[config.mk]
export PLATFORM = sky130hd
export DESIGN_NAME = bootstrap_loader
export DESIGN_NICKNAME = d
export VERILOG_FILES = /design/src/rtl/bootstrap_loader.sv
export SDC_FILE = /design/constraint.sdc
export NUM_CORES = 1
export LEC_CHECK = 0
export CAP_MARGIN = 10
export CORE_ASPECT_RATIO = 0.8
export CORE_UTILIZATION = 45
export DETAILED_ROUTE_END_ITERATION = 7
export DONT_BUFFER_PORTS = 1
export SLEW_MARGIN = 20
export SYNTH_ARGS = -nofsm -noshare
export SYNTH_HDL_FRONTEND = slang
export SYNTH_SLANG_ARGS = --single-unit
[constraint.sdc]
create_clock -name CLK -period 1.71 [get_ports CLK]
set_clock_uncertainty 0.05 [all_clocks]
set_input_delay 0.513 -clock CLK [delete_from_list [all_inputs] [get_ports CLK]]
set_output_delay 0.513 -clock CLK [all_outputs]
set_load 0.02 [all_outputs]
[src/rtl/bootstrap_loader.sv]
// bootstrap_loader: writes a byte stream into the microcode LUT bootstrap port
// using a setup/strobe/hold write cycle, then drops N_BOOTED.
// Optional feature: define BOOTSTRAP_CHECKSUM_EN to accept a trailing checksum
// byte that must bring the mod-256 sum of all bytes to zero.
module bootstrap_loader #(
  parameter int unsigned ADDR_WIDTH = 12,
  parameter int unsigned COUNT      = 4096
) (
  input  logic                  CLK,
  input  logic                  RST,
  input  logic [7:0]            IN_DATA,
  input  logic                  IN_VALID,
  output logic                  IN_READY,
  output logic [ADDR_WIDTH-1:0] BOOTSTRAP_ADDR,
  output logic [7:0]            BOOTSTRAP_DATA,
  output logic                  BOOTSTRAP_N_WE,
  output logic                  N_BOOTED,
  output logic                  ERROR
);

  localparam int unsigned IDX_W = ADDR_WIDTH + 1;
  localparam logic [IDX_W-1:0] LAST_IDX = IDX_W'(COUNT - 1);

  localparam logic [2:0] S_WAIT   = 3'd0;
  localparam logic [2:0] S_SETUP  = 3'd1;
  localparam logic [2:0] S_STROBE = 3'd2;
  localparam logic [2:0] S_HOLD   = 3'd3;
  localparam logic [2:0] S_CHECK  = 3'd4;
  localparam logic [2:0] S_DONE   = 3'd5;
  localparam logic [2:0] S_FAIL   = 3'd6;

  logic [2:0]            state, state_n;
  logic [IDX_W-1:0]      idx, idx_n;
  logic [ADDR_WIDTH-1:0] addr_n;
  logic [7:0]            data_n;
  logic                  n_we_n;
  logic                  ready_n;
  logic                  n_booted_n;
  logic                  accept;

  assign accept = IN_VALID & IN_READY;

`ifdef BOOTSTRAP_CHECKSUM_EN
  logic [7:0] sum, sum_n;
  logic       error_n;
`endif

  // Next-state and next-output decode; every output is re-registered below.
  always_comb begin
    state_n    = state;
    idx_n      = idx;
    addr_n     = BOOTSTRAP_ADDR;
    data_n     = BOOTSTRAP_DATA;
    n_we_n     = 1'b1;
`ifdef BOOTSTRAP_CHECKSUM_EN
    sum_n      = sum;
`endif
    case (state)
      S_WAIT: begin
        if (accept) begin
          data_n  = IN_DATA;
          addr_n  = idx[ADDR_WIDTH-1:0];
`ifdef BOOTSTRAP_CHECKSUM_EN
          sum_n   = 8'(sum + IN_DATA);
`endif
          state_n = S_SETUP;
        end
      end
      S_SETUP: begin
        n_we_n  = 1'b0;
        state_n = S_STROBE;
      end
      S_STROBE: state_n = S_HOLD;
      S_HOLD: begin
        idx_n = IDX_W'(idx + 1'b1);
        if (idx == LAST_IDX) begin
`ifdef BOOTSTRAP_CHECKSUM_EN
          state_n = S_CHECK;
`else
          state_n = S_DONE;
`endif
        end else begin
          state_n = S_WAIT;
        end
      end
`ifdef BOOTSTRAP_CHECKSUM_EN
      S_CHECK: begin
        if (accept) begin
          state_n = (8'(sum + IN_DATA) == 8'd0) ? S_DONE : S_FAIL;
        end
      end
`endif
      S_DONE, S_FAIL: state_n = state;
      default:        state_n = S_WAIT;
    endcase
    ready_n    = (state_n == S_WAIT) || (state_n == S_CHECK);
    n_booted_n = (state_n != S_DONE);
`ifdef BOOTSTRAP_CHECKSUM_EN
    error_n    = (state_n == S_FAIL);
`endif
  end

  // State, index and registered port outputs.
  always_ff @(posedge CLK or posedge RST) begin
    if (RST) begin
      state          <= S_WAIT;
      idx            <= '0;
      BOOTSTRAP_ADDR <= '0;
      BOOTSTRAP_DATA <= 8'd0;
      BOOTSTRAP_N_WE <= 1'b1;
      IN_READY       <= 1'b0;
      N_BOOTED       <= 1'b1;
    end else begin
      state          <= state_n;
      idx            <= idx_n;
      BOOTSTRAP_ADDR <= addr_n;
      BOOTSTRAP_DATA <= data_n;
      BOOTSTRAP_N_WE <= n_we_n;
      IN_READY       <= ready_n;
      N_BOOTED       <= n_booted_n;
    end
  end

`ifdef BOOTSTRAP_CHECKSUM_EN
  // Running checksum and sticky error flag.
  always_ff @(posedge CLK or posedge RST) begin
    if (RST) begin
      sum   <= 8'd0;
      ERROR <= 1'b0;
    end else begin
      sum   <= sum_n;
      ERROR <= error_n;
    end
  end
`else
  assign ERROR = 1'b0;
`endif

endmodule

==> metrics.md <==
| Metric | Value |
|---|---|
| Outcome | completed |
| Worst setup path class | flop to flop |
| Fin crit period | roughly 1.6 ns |
| Drc violations | 0 |
| Pwr dens | roughly 1600 nW/um^2 |
| Worst-path clk slew | approximately 0.07 ns |
| Setup crit start kind | flop |
| Post-synthesis cell type count | 28 |
| Fmax | 0.634 GHz |
| Syn_area_per_cell | roughly 14 sq um |
| Post-synthesis net count | 128 |
| Synthesis-to-layout area growth | 9.81% |
| CTS tree | done |
| Root buf cell | clkbuf_8 |
| Drt initial violations | 34 |
| Final Hold Vio Count | 0 |
| Total CTS buffers | 5 |
| Largest net degree at the start of global routing | 26 |
| FF+latch count, synth | 39 |
| Max Root-Sink Buffers | 2 |
| Cell Area, Synth | 1610 sq um |
| Via/cell ratio | just over 5 |
| Maximum VDD drop | between 0.9 and 1 mV |
| Initial Util | a little under half |
| Gr usage total | 15.3% |
| Ratio of cells with drive above 1 in the final layout | 33.1% |
| Final setup vio count | 0 |
| Crit Path Max Fanout | 5 |
| Ys Warns | 0 |
| Worst-Skew Late Latency | ~0.28 ns |
| H-tree depth | 2 |
| Final slew viol count | 0 |
| Max-cap viol count | 0 |
| IO Port Bufs | 0 |
| WP data arrival | ~1.8 ns |
| Pre-CTS setup slack | ~0.13 ns |
| WL final | about 2400 um |
| Final design utilization | approximately half |
| GPL Wtd Cong | 0.729 |
| Die height | 55.4 um |
| First-pass GRT wire length | about 4100 um |
| RSZ-0062 raised after global routing | false |
| Worst hold path type | input port to asynchronous set/reset pin |
| PnR worst setup slack | 0.133 ns |
| Dpl hpwl | about 1800 um |
| Critical Path Sink Type | flop |
| Final ANT Viol Nets | 0 |
| Core ar. | roughly 3400 sq um |
| Register-to-Register Path Depth | 5 |
| Die area | roughly 3800 sq um |
| Tot Pwr | between 2 and 3 mW |
| P_leak | between 0.8 and 0.9 nW |
| Worst R2R Setup Slack | between 0.1 and 0.15 ns |
| Row count | 19 |
| Total grt overflow | 0 |
| CP Data Required Time | around 1.9 ns |
| Post-route setup TNS | 0 ns |
| # diodes | 0 |
| Post-cts sizing count | 0 |
| Layout net count | 138 |
| Vias in the first global route | between 800 and 900 |
| Antenna violations before repair | 0 |
| Sequential share of the synthesized area | between 60% and 70% |
| Reg-to-Reg Start | idx[0] |
| Num Clock Sinks | 39 |
| Post-CTS setup buffers | 0 |
| Count of TritonRoute iterations in the first routing pass | 4 |
| Post-synthesis instance total | roughly 120 |
| Worst r2r dst | state[0] |
| Wire per inst | approximately 14 um |
| DR vias | between 800 and 900 |
| Hold_buf cts | 0 |
| IO Pins | 35 |
| Die width | slightly below 70 um |
| Period utilization | 92.2% |
==> layout by cell type, fill, tap and decap left out <==
master     n
clkbuf_8   5
o21ai_0    2
ha_1       1
a21o_1     1
clkbuf_1   2
clkinv_2   1
a211oi_1   1
inv_1      2
nand4_1    4
nand2_1    8
and3b_1    1
xor2_1     5
xnor2_1    8
and3_2     2
nand4_4    1
dfstp_2    2
nand3_1    1
nand3b_1   1
conb_1     1
and3_1     3
buf_4      8
nor3_1     2
nor2_1     3
and2_2     1
or3_1      1
nor4_4     1
mux2_2    21
dfrtp_1   37
a21oi_1    1
==> cell type report <==
type,instances,area [sq um]
Multi-Input combinational cell,70,584
Inverter,2,7.51
Fill cell,331,1660
Sequential cell,39,978
Timing Repair Buffer,8,60.1
Tap cell,42,52.6
Clock buffer,7,76.3
Clock inverter,1,5.00
==> cells by family (layout without fill, tap and decap cells) <==
group	count (synthesis)	after routing	share of synthesized area [%]
flip-flops	39	39	60.9
AND/OR/NAND/NOR	29	29	11.7
multiplexers	21	21	14.7
XOR/XNOR	13	13	7.09
buffers and inverters	7	18	2.73
AO/OA/AOI/OAI	5	5	1.87
adder cells (fa/ha/maj)	1	1	0.779
other	1	1	0.233
==> flip-flops by register name (all words and copies together), names as in the netlist <==
name            flops
N_BOOTED            1
IN_READY            1
idx                13
BOOTSTRAP_DATA      8
BOOTSTRAP_ADDR     12
BOOTSTRAP_N_WE      1
state               3
==> worst max-delay path: stages (launching register included) <==
cell	delay (ns)
dfrtp_1	0.42
ha_1	0.18
and3_2	0.21
nand4_4	0.13
nor4_4	0.36
or3_1	0.16
==> cell usage after synthesis <==
master | count | area [sq um]
a211oi_1 | 1 | 7.51
a21o_1 | 1 | 7.51
a21oi_1 | 1 | 5.00
and2_2 | 1 | 7.51
and3_1 | 3 | 18.8
and3_2 | 2 | 15.0
and3b_1 | 1 | 8.76
buf_2 | 2 | 10.0
buf_4 | 2 | 15.0
buf_6 | 1 | 11.3
conb_1 | 1 | 3.75
dfrtp_1 | 37 | 926
dfstp_2 | 2 | 52.6
ha_1 | 1 | 12.5
inv_1 | 2 | 7.51
mux2_2 | 21 | 236
nand2_1 | 8 | 30.0
nand3_1 | 1 | 5.00
nand3b_1 | 1 | 7.51
nand4_1 | 4 | 25.0
nand4_4 | 1 | 21.3
nor2_1 | 3 | 11.3
nor3_1 | 2 | 10.0
nor4_4 | 1 | 21.3
o21ai_0 | 2 | 10.0
or3_1 | 1 | 6.26
xnor2_1 | 8 | 70.1
xor2_1 | 5 | 43.8
==> metrics by stage <==
stage,hold WS (ns),cell area [sq um],std cells
final,0.0812,1760,169
after global routing,0.0899,1760,169
after CTS,0.0834,1760,169
after detailed placement,0.397,1680,161
after global placement,0.391,1680,161
after floorplan,0.413,1610,116
==> where the power goes <==
part           total (mW)  switching (mW)  internal [mW]  leakage [nW]
combinational       0.549           0.241          0.308         0.310
clock               0.570           0.284          0.286        0.0422
sequential           1.62           0.428           1.19         0.501
==> worst max path at each step <==
stage / from / to / slack [ns] / depth (start not counted)
2_1_floorplan: idx[0] / idx[8] / 0.20 / 5
3_3_place_gp: idx[0] / idx[8] / 0.17 / 5
3_5_place_dp: idx[0] / state[0] / 0.13 / 5
4_1_cts: idx[0] / state[0] / 0.12 / 5
5_1_grt: idx[0] / state[0] / 0.05 / 5
6_report: idx[0] / state[0] / 0.13 / 5
==> per-layer routing <==
metal	track usage (%)	wire [um]	vias up
li1	-	-	414
met1	20.2	1100	428
met2	20.6	1070	29
met3	9.50	195	5
met4	5.25	30	0
met5	0	0	-
No activity file was read; power rests on OpenSTA's default activity.
